==> config.mk <==
export PLATFORM = sky130hd
export DESIGN_NAME = csa_cpa_pipe
export DESIGN_NICKNAME = d
export VERILOG_FILES = /design/src/rtl/csa_cpa_pipe.sv
export SDC_FILE = /design/constraint.sdc
export NUM_CORES = 1
export LEC_CHECK = 0
export CORE_MARGIN = 3
export CORE_UTILIZATION = 40
export CTS_CLUSTER_DIAMETER = 150
export CTS_CLUSTER_SIZE = 40
export DETAILED_ROUTE_END_ITERATION = 16
export GPL_TIMING_DRIVEN = 1
export PLACE_DENSITY = 0.65
export SLEW_MARGIN = 25
export SYNTH_ARGS = -nofsm -noshare
export SYNTH_HDL_FRONTEND = slang
export SYNTH_SLANG_ARGS = --single-unit
export TNS_END_PERCENT = 20
==> constraint.sdc <==
create_clock -name clk_i -period 2 [get_ports clk_i]
set_input_delay 0.3 -clock clk_i [delete_from_list [all_inputs] [get_ports clk_i]]
set_output_delay 0.3 -clock clk_i [all_outputs]
set_load 0.02 [all_outputs]
==> src/rtl/csa_cpa_pipe.sv <==
// csa_cpa_pipe: two-stage carry-propagate adder for the CSA sum/carry pair.
// Ports: clk_i, rst_ni, in_valid_i/in_ready_o, sum_i, carry_i,
//        out_valid_o/out_ready_i, result_o, cout_o.
module csa_cpa_pipe #(
  parameter int WIDTH    = 10,
  parameter int LO_WIDTH = WIDTH / 2
) (
  input  logic             clk_i,
  input  logic             rst_ni,
  input  logic             in_valid_i,
  output logic             in_ready_o,
  input  logic [WIDTH-1:0] sum_i,
  input  logic [WIDTH-1:0] carry_i,
  output logic             out_valid_o,
  input  logic             out_ready_i,
  output logic [WIDTH-1:0] result_o,
  output logic             cout_o
);

  localparam int HI_WIDTH = WIDTH - LO_WIDTH;

  if (LO_WIDTH < 1 || LO_WIDTH > WIDTH - 1) begin : g_bad_lo
    $error("csa_cpa_pipe: LO_WIDTH must be in 1..WIDTH-1");
  end

  // Stage 1: low half sum plus raw high slices.
  logic                s1_valid_q;
  logic                s1_valid_d;
  logic [LO_WIDTH-1:0] s1_lo_q;
  logic [LO_WIDTH-1:0] s1_lo_d;
  logic                s1_clo_q;
  logic                s1_clo_d;
  logic [HI_WIDTH-1:0] s1_sum_hi_q;
  logic [HI_WIDTH-1:0] s1_sum_hi_d;
  logic [HI_WIDTH-1:0] s1_car_hi_q;
  logic [HI_WIDTH-1:0] s1_car_hi_d;

  // Stage 2: full result.
  logic                s2_valid_q;
  logic                s2_valid_d;
  logic [WIDTH-1:0]    s2_res_q;
  logic [WIDTH-1:0]    s2_res_d;
  logic                s2_cout_q;
  logic                s2_cout_d;

  logic                s1_en;
  logic                s2_en;
  logic [LO_WIDTH:0]   lo_add;
  logic [HI_WIDTH:0]   hi_add;

  // A stage may load when empty or when the stage after it moves.
  always_comb begin
    s2_en = !s2_valid_q || out_ready_i;
    s1_en = !s1_valid_q || s2_en;
  end

  assign in_ready_o = s1_en;

  always_comb begin
    lo_add = {1'b0, sum_i[LO_WIDTH-1:0]}
           + {1'b0, carry_i[LO_WIDTH-1:0]};
  end

  // High half absorbs the low-half carry one cycle later.
  always_comb begin
    hi_add = {1'b0, s1_sum_hi_q}
           + {1'b0, s1_car_hi_q}
           + {{HI_WIDTH{1'b0}}, s1_clo_q};
  end

  always_comb begin
    s1_valid_d  = s1_valid_q;
    s1_lo_d     = s1_lo_q;
    s1_clo_d    = s1_clo_q;
    s1_sum_hi_d = s1_sum_hi_q;
    s1_car_hi_d = s1_car_hi_q;
    if (s1_en) begin
      s1_valid_d = in_valid_i;
      if (in_valid_i) begin
        s1_lo_d     = lo_add[LO_WIDTH-1:0];
        s1_clo_d    = lo_add[LO_WIDTH];
        s1_sum_hi_d = sum_i[WIDTH-1:LO_WIDTH];
        s1_car_hi_d = carry_i[WIDTH-1:LO_WIDTH];
      end
    end
  end

  always_comb begin
    s2_valid_d = s2_valid_q;
    s2_res_d   = s2_res_q;
    s2_cout_d  = s2_cout_q;
    if (s2_en) begin
      s2_valid_d = s1_valid_q;
      if (s1_valid_q) begin
        s2_res_d  = {hi_add[HI_WIDTH-1:0], s1_lo_q};
        s2_cout_d = hi_add[HI_WIDTH];
      end
    end
  end

  always_ff @(posedge clk_i or negedge rst_ni) begin
    if (!rst_ni) begin
      s1_valid_q  <= 1'b0;
      s1_lo_q     <= '0;
      s1_clo_q    <= 1'b0;
      s1_sum_hi_q <= '0;
      s1_car_hi_q <= '0;
    end else begin
      s1_valid_q  <= s1_valid_d;
      s1_lo_q     <= s1_lo_d;
      s1_clo_q    <= s1_clo_d;
      s1_sum_hi_q <= s1_sum_hi_d;
      s1_car_hi_q <= s1_car_hi_d;
    end
  end

  always_ff @(posedge clk_i or negedge rst_ni) begin
    if (!rst_ni) begin
      s2_valid_q <= 1'b0;
      s2_res_q   <= '0;
      s2_cout_q  <= 1'b0;
    end else begin
      s2_valid_q <= s2_valid_d;
      s2_res_q   <= s2_res_d;
      s2_cout_q  <= s2_cout_d;
    end
  end

  assign out_valid_o = s2_valid_q;
  assign result_o    = s2_res_q;
  assign cout_o      = s2_cout_q;

endmodule

==> results of run 1 <==
## flip-flops by register name (all words and copies together) (netlist names)
signal / flops
s1_valid_q: 1
out_valid_o: 1
s1_car_hi_q: 5
s1_sum_hi_q: 5
result_o: 10
cout_o: 1
s1_clo_q: 1
s1_lo_q: 5
## routing by layer
metal	up-vias	wire (um)
li1	481	-
met3	8	104
met2	21	1190
met1	435	1200
met4	0	66
met5	-	0
## critical path, cell delays in order
cell	delay (ns)
clkdlybuf4s50_1	0.48
nand3b_4	0.13
clkdlybuf4s50_1	0.60
## placed cells by master (no fill, tap or decap)
cell type        count
inv_1                3
nand3b_4             1
nor3b_1              1
nand2_8              1
a21boi_0             1
or2b_1               1
nand3_1              1
buf_4                2
ha_1                 9
xor2_1               2
or2b_2               1
xnor2_1              2
a21o_1               1
o21ai_0              7
nor2_1               8
mux2_4               4
nand2b_1             2
a21oi_1              7
clkbuf_4             5
clkinv_2             1
fa_1                 3
clkbuf_8             2
clkdlybuf4s50_1     36
dfrtp_1             29
a211oi_1             1
mux2_2              14
nand2_1              8
nand2_2              1
o31ai_1              2
## cells by family after synthesis
logic type | count (synthesis)
flip-flops | 29
AND/OR/NAND/NOR | 25
AO/OA/AOI/OAI | 19
multiplexers | 18
adder cells (fa/ha/maj) | 12
buffers and inverters | 5
XOR/XNOR | 4
## where the power goes
| part | total, mW | internal (mW) | switching [mW] |
|---|---|---|---|
| Sequential | 0.818 | 0.730 | 0.0878 |
| Clock | 0.405 | 0.203 | 0.202 |
| Combinational | 0.691 | 0.376 | 0.315 |
## path summary, 6_finish.rpt
path	start	endpoint	slack, ns	cells past startpoint
max in group asynchronous	rst_ni	s1_sum_hi_q[3]	1.39	2
min in group clk_i	s1_lo_q[2]	s1_lo_q[2]	0.49	2
min reg2reg	s1_lo_q[2]	s1_lo_q[2]	0.49	2
max	out_ready_i	in_ready_o	0.19	3
min	rst_ni	cout_o	0.34	2
max reg2reg	s1_clo_q	result_o[9]	0.31	7
## cell type report
class / count / area, um2 / area share [%]
clock inverter: 1 / 5.00 / 0.261
sequential: 29 / 726 / 37.8
multi-input combinational: 78 / 681 / 35.4
tap: 46 / 57.6 / 3.00
timing repair buffer: 38 / 375 / 19.5
inverter: 3 / 11.3 / 0.586
clock buffer: 7 / 65.1 / 3.39
## per-stage QoR
step	instances	TNS, ns	cell area (um2)	utilization [%]
2_1_floorplan	112	0	1450	-
3_3_place_gp	194	-0.0389	1850	54.2
3_5_place_dp	194	-0.0819	1850	54.2
4_1_cts	202	0	1920	56.2
5_1_grt	202	0	1920	56.2
6_report	202	0	1920	56.2
==> flow_summary_export.csv, run 1 <==
group,metric,value,unit
outcome,status,"finished clean",
grt,grt_overflow,0,
clock_tree,numCtsBuffers,5,
clock_tree,cts_setup_buffers,0,
grt,grt_util_met3,4.25,%
layout,fillCellCount,307,
grt,first_global_vias,966,
sta,max_slew_margin,76.0,%
setup_path,crit_arrival,1.51,ns
logic_synthesis,synthMuxAreaShare,15.0,%
grt,grt_max_degree,30,
floorplanning,dieWidth,66.2,um
sta,fin_ws,0.191,ns
clock_tree,clk_latency,0.33,ns
logic_synthesis,seq_area_frac_synth,50.1,%
clock_tree,cts_tree,"done",
pwr,ir_drop,0.415,mV
sta,setup-violations-final,0,
clock_tree,clk_path_buf_depth,2,
logic_synthesis,synth_top_family_by_area,"multiplexers",
sta,hold_ws,0.342,ns
sta,drv_slew,0,
min_path,hold_path.class,"input pin to async pin",
grt,antenna_found_initial,0,
routing,routed_wl,2560,um
grt,grt_use_met1,17.7,%
sta,fin_crit_sh,90.5,%
sta,skew,0.00370,ns
logic_synthesis,synth_area_per_cell,12.9,um2
logic_synthesis,yosysTopAreaCellShare,50.1,%
logic_synthesis,yosys_warnings,0,
floorplanning,die_h,66.2,um
logic_synthesis,post-synth-top-count-cell,"dfrtp_1",
sta,period_needed,1.81,ns
pwr,pwr_density_cell,997,nW/um2
clock_tree,clock_sinks,29,
layout,nNetsFinal,191,
logic_synthesis,synthAdderAreaFrac,11.9,%
layout,area_growth,32.6,%
routing,post_drt_wl_per_cell,12.7,um
layout,drive_gt1_share,20.5,%
clock_tree,cts_resized,0,
clock_tree,cts_hold_buf,0,
placement,routabilityCongestion,0.704,
sta,finalHoldViolations,0,
routing,vias,945,
placement,dp_worst_setup_slack,-0.0819,ns
setup_path,cp.required,1.70,ns
logic_synthesis,synth_edf_count,0,
logic_synthesis,ys_seq_elements,29,
clock_tree,root_buffer,"clkbuf_4",
sta,worstMarginPinSlew,0.360,ns
sta,rsz0062_at_grt,"false",
clock_tree,clk_pin_slew,0.09,ns
floorplanning,num_rows,21,
floorplanning,core,3420,um2
logic_synthesis,synth_xor_area_share,2.42,%
logic_synthesis,ys_async_sr_fraction,100,%
logic_synthesis,synthDistinctLibCells,26,
routing,postRouteAntennaNets,0,
placement,io_buffer_count,36,
setup_path,critPathKind,"input pin to output port",
grt,track_usage,14.1,%
logic_synthesis,yosysTopAreaCell,"dfrtp_1",
routing,route.detailed.drc,0,
logic_synthesis,ys_top_cells_by_area,"dfrtp_1 50%, mux2_2 11%, ha_1 7.8%, fa_1 4.1%, mux2_4 4.1%",
logic_synthesis,syn-num-nets,148,
logic_synthesis,synth-simple-area-share,10.2,%
setup_path,critPathCaptureType,"output port",
logic_synthesis,netlist_instances,112,
logic_synthesis,synth_common_cells,"29 x dfrtp_1, 14 x mux2_2, 9 x ha_1",
logic_synthesis,synth_compound_area_share,7.43,%
pwr,power,1.91,mW
floorplanning,dieArea,4380,um2
pwr,p_leak,0.854,nW
sta,max_freq,0.553,GHz
layout,num_antenna_cells,0,
routing,drtIter0Drc,50,
routing,firstDrtPassIters,4,
floorplanning,io_pins,37,
setup_path,crit_path_start_kind,"input pin",
run,maxCapViolCount,0,
grt,use_met2,21.1,%
setup_path,cp_max_fo,2,
logic_synthesis,synthesis.area,1450,um2
grt,grt_pass1_wl,4460,um
floorplanning,initial_core_util,42.4,%
logic_synthesis,synth_top_flop_cell,"dfrtp_1",
clock_tree,h-tree-depth,2,
placement,dpl.hpwl,1940,um
grt,grt.busiest_layer,"met2",
routing,vias_per_cell,4.68,
No activity file was read; power rests on OpenSTA's default activity.
==> run 2, diff against run 1 <==
SETUP_SLACK_MARGIN = 0.5   (was not set)
==> run 2 against run 1 <==
Non-clock buffer count is 2 higher. Cell count is 0.50% higher. Flip-flop and latch count stayed put. Combinational power is 6.8% higher. Worst hold slack worse by 0.0045 ns. Power is 0.25% lower. Critical path type is now flip-flop to output port. Largest power group unchanged.
==> flow_summary_export.csv, run 2 (synthesis gave the netlist of run 1 again) <==
group,metric,value,unit
outcome,status,"finished clean",
sta,hold_ws,0.338,ns
layout,postLayoutCoreUtil,57.5,%
clock_tree,clk_latency,0.32,ns
clock_tree,cts_hold_buf,0,
floorplanning,dieWidth,66.2,um
clock_tree,root_buffer,"clkbuf_4",
routing,firstDrtPassIters,2,
layout,num_antenna_cells,0,
setup_path,path_depth,1,
setup_path,critPathCaptureType,"output port",
setup_path,cp_top_family,"buffers and inverters",
sta,drv_slew,0,
sta,finalHoldViolations,0,
routing,post_drt_wl_per_cell,13.1,um
sta,fin_ws,0.398,ns
placement,placedCellCount,194,
floorplanning,initial_core_util,42.4,%
min_path,hold_path.class,"input pin to async pin",
layout,final_cells,203,
sta,setup-violations-final,0,
clock_tree,clock_sinks,29,
setup_path,crit_path_start_kind,"flip-flop",
setup_path,cp_slowest_cell,"clkdlybuf4s50_1",
placement,io_buffer_count,36,
floorplanning,core,3420,um2
setup_path,cp_cell_sequence,"clkdlybuf4s50_1",
sta,rsz0062_at_grt,"true",
routing,route.detailed.drc,0,
routing,postRouteAntennaNets,0,
grt,antenna_found_initial,0,
clock_tree,cts_tree,"done",
pwr,p_leak,0.891,nW
pwr,power,1.91,mW
placement,routabilityCongestion,0.783,
sta,worstMarginPinSlew,0.363,ns
layout,mostFrequentLayoutCell,"clkdlybuf4s50_1",
floorplanning,dieArea,4380,um2
sta,fin_crit_sh,80.1,%
floorplanning,io_pins,37,
setup_path,critPathMaxStageDelay,0.62,ns
placement,dp_worst_setup_slack,0.0262,ns
grt,track_usage,14.5,%
grt,first_global_vias,1075,
pwr,ir_drop,0.441,mV
sta,max_slew_margin,75.8,%
layout,final_cell_area,1960,um2
setup_path,cp.required,1.70,ns
sta,setup_tns,0,ns
setup_path,crit_arrival,1.30,ns
layout,largest_reg_flops,10,
floorplanning,die_h,66.2,um
clock_tree,clk_path_buf_depth,2,
routing,vias,973,
clock_tree,numCtsBuffers,5,
clock_tree,clk_pin_slew,0.09,ns
grt,grt_overflow,0,
sta,period_needed,1.60,ns
setup_path,critPathBufInv,1,
routing,drtIter0Drc,36,
grt,grt_max_degree,30,
sta,max_freq,0.624,GHz
setup_path,reg2reg_slack,0.41,ns
placement,dpl.hpwl,2040,um
setup_path,cp_max_fo,2,
pwr,pwr_density_cell,973,nW/um2
layout,nNetsFinal,193,
routing,routed_wl,2670,um
setup_path,critPathKind,"flip-flop to output port",
setup_path,r2r_cells,7,
run,maxCapViolCount,0,
grt,grt_pass1_wl,4660,um
layout,layout_common_cells,"30 x clkdlybuf4s50_1, 29 x dfrtp_1, 14 x mux2_2",
layout,drive_gt1_share,27.4,%
layout,area_growth,35.5,%
routing,vias_per_cell,4.79,
clock_tree,h-tree-depth,2,
placement,placed_area,1870,um2
floorplanning,num_rows,21,
sta,skew,0.00471,ns
[run 2: final cells by class]
| class | instances | area [um2] |
|---|---|---|
| flip-flops and latches | 29 | 726 |
| repair buffers | 40 | 398 |
| multi-input cells | 78 | 716 |
| inverters | 3 | 11.3 |
| fillers | 297 | 1450 |
| well taps | 46 | 57.6 |
| clock buffers | 7 | 55.1 |
[run 2: worst paths after layout]
path                                   from          end
min in group clk_i                 sum_i[0]   s1_lo_q[0]
worst max-delay path            result_o[5]  result_o[5]
worst min-delay path                 rst_ni       cout_o
worst max register to register     s1_clo_q  result_o[9]
worst min register to register  result_o[6]  result_o[6]
max in group asynchronous            rst_ni   s1_lo_q[4]
[run 2: power breakdown]
| part | switching [mW] | total [mW] | internal, mW | leakage, nW |
|---|---|---|---|---|
| clock | 0.190 | 0.355 | 0.166 | 0.0314 |
| sequential | 0.0859 | 0.816 | 0.730 | 0.341 |
| combinational | 0.338 | 0.738 | 0.400 | 0.519 |
[run 2: routing by layer]
layer	GRT usage, %	wire length [um]	share of wire (%)
met1	16.8	1110	42
met2	23.8	1350	51
met3	4.76	151	5.7
met4	7.61	51	1.9
met5	0	0	0
[run 2: what timing repair did]
item | in CTS | in global routing
endpoints found under the setup margin | 18 | 20
gates resized for setup | 4 | 10
pin swaps | 4 | 10
buffers inserted | 1 | 1
==> run 3, diff against run 2 <==
clock period = 1.5 ns   (was 2 ns; I/O delays follow)
==> run 3 against run 2 <==
The run now ends with setup timing left. Worst setup slack got worse by 0.49 ns. Register-to-register slack got worse by 0.50 ns. Sequential power increased by 37%. First-iteration DRC count decreased by 42%. Cell count increased by 5.9%. Highest routed layer unchanged. Cell area increased by 18%. Critical endpoint is now result_o[7].
==> flow_summary_export.csv, run 3 (synthesis gave the netlist of run 1 again) <==
group,metric,value,unit
outcome,status,"finished with violations",
outcome,violations,"setup timing",
pwr,p_seq_share,39.2,%
layout,drive_gt1_share,52.7,%
layout,num_antenna_cells,0,
grt,grt_overflow,0,
grt,track_usage,16.0,%
sta,period_needed,1.59,ns
routing,topRoutingLayerUsed,"met4",
pwr,ir_drop,0.725,mV
routing,route.detailed.drc,0,
clock_tree,clk_pin_slew,0.11,ns
setup_path,crit_arrival,1.86,ns
placement,routabilityCongestion,0.731,
sta,fin_crit_sh,106,%
routing,postRouteAntennaNets,0,
grt,grt_max_degree,30,
routing,drtIter0Drc,21,
pwr,p_int,1.89,mW
floorplanning,core,3420,um2
clock_tree,cts_tree,"done",
layout,largest_reg_flops,10,
grt,first_global_vias,1144,
routing,vias,1050,
run,maxCapViolCount,0,
grt,grt_pass1_wl,5220,um
clock_tree,root_buffer,"clkbuf_4",
pwr,switching_share,34.1,%
floorplanning,initial_core_util,42.4,%
layout,postLayoutCoreUtil,67.9,%
sta,fin_ws,-0.0890,ns
setup_path,critPathKind,"flip-flop to flip-flop",
routing,wl_met2,1680,um
routing,routed_wl,3160,um
sta,finalHoldViolations,0,
placement,dp_worst_setup_slack,-0.403,ns
routing,drt-met1-wl,1310,um
routing,vias_per_cell,4.88,
floorplanning,num_rows,21,
floorplanning,io_pins,37,
pwr,pwr-share-comb,44.7,%
placement,placed_area,1920,um2
setup_path,cp.required,1.77,ns
floorplanning,dieWidth,66.2,um
layout,layout_common_cells,"28 x dfrtp_1, 19 x buf_6, 18 x mux2_4",
sta,worstMarginPinSlew,0.638,ns
clock_tree,clock_sinks,29,
sta,drv_slew,0,
floorplanning,dieArea,4380,um2
placement,dpl.hpwl,2150,um
sta,setup_tns,-0.169,ns
layout,area_growth,60.1,%
sta,skew,0.0137,ns
setup_path,crit_path_start_kind,"flip-flop",
pwr,clkPwrFrac,16.0,%
sta,max_slew_margin,57.4,%
sta,hold_ws,0.230,ns
min_path,hold_path.class,"input pin to flip-flop",
clock_tree,numCtsBuffers,5,
layout,final_cell_area,2320,um2
routing,dr_wl_met3,116,um
pwr,power,2.87,mW
clock_tree,h-tree-depth,2,
setup_path,critPathCaptureType,"flip-flop",
clock_tree,clk_path_buf_depth,2,
routing,firstDrtPassIters,3,
sta,rsz0062_at_grt,"true",
setup_path,cp_max_fo,2,
floorplanning,die_h,66.2,um
layout,nNetsFinal,204,
grt,antenna_found_initial,0,
pwr,pwr_density_cell,1240,nW/um2
layout,mostFrequentLayoutCell,"dfrtp_1",
pwr,p_leak,1.05,nW
layout,final_cells,215,
clock_tree,clk_latency,0.34,ns
sta,max_freq,0.629,GHz
sta,setup-violations-final,2,
pwr,power_switching,977,uW
clock_tree,cts_hold_buf,0,
placement,placedCellCount,199,
placement,io_buffer_count,36,
routing,post_drt_wl_per_cell,14.7,um
-- run 3: cell count changes in the layout (fill, tap and decap cells not counted), moves of 5 or more --
cell | before | now
ha_4 | 0 | 5
mux2_2 | 14 | 0
o21ai_0 | 5 | 0
mux2_4 | 4 | 18
buf_6 | 0 | 19
clkdlybuf4s50_1 | 30 | 14
-- run 3: final timing paths --
check	startpoint	end	slack, ns	cells past startpoint
hold / removal	carry_i[0]	s1_lo_q[0]	0.23	3
max in group asynchronous	rst_ni	result_o[3]	0.96	2
setup reg to reg	s1_car_hi_q[0]	result_o[7]	-0.09	7
min in group asynchronous	rst_ni	s1_car_hi_q[4]	0.26	2
hold reg to reg	result_o[6]	result_o[6]	0.52	2
setup / recovery	s1_car_hi_q[0]	result_o[7]	-0.09	7
-- run 3: timing repair --
item / CTS / global route
setup endpoints to repair: 42 / 42
pin swaps: 12 / 18
gates cloned: 1 / 1
resized for setup: 132 / 26
setup buffers: 5 / 1
-- run 3: power groups by stage --
stage | combinational [mW] | clock [mW] | sequential (mW)
2_1_floorplan | 0.435 | 0 | 1.23
3_3_place_gp | 0.990 | 0 | 1.10
3_5_place_dp | 1.01 | 0 | 1.11
4_1_cts | 1.17 | 0.477 | 1.11
5_1_grt | 1.38 | 0.511 | 1.15
6_report | 1.28 | 0.459 | 1.12
-- run 3: layer usage --
| metal | up-vias | track usage, % |
|---|---|---|
| li1 | 504 | - |
| met1 | 521 | 18.8 |
| met2 | 20 | 27.9 |
| met3 | 5 | 3.23 |
| met4 | 0 | 6.85 |
| met5 | - | 0 |
-- run 3: area by class of cell --
| cell class | count | area [um2] |
|---|---|---|
| Inverter | 3 | 11.3 |
| Clock inverter | 3 | 17.5 |
| Multi-Input combinational cell | 80 | 967 |
| Clock buffer | 5 | 37.5 |
| Fill cell | 256 | 1100 |
| Tap cell | 46 | 57.6 |
| Timing Repair Buffer | 49 | 502 |
| Sequential cell | 29 | 727 |
-- run 3: critical path, stage by stage (launching register included) --
cell and delay [ns]:
dfrtp_1 0.40, fa_2 0.25, inv_2 0.04, fa_2 0.34
buf_4 0.14, buf_6 0.10, xor2_1 0.14, o21ai_1 0.12
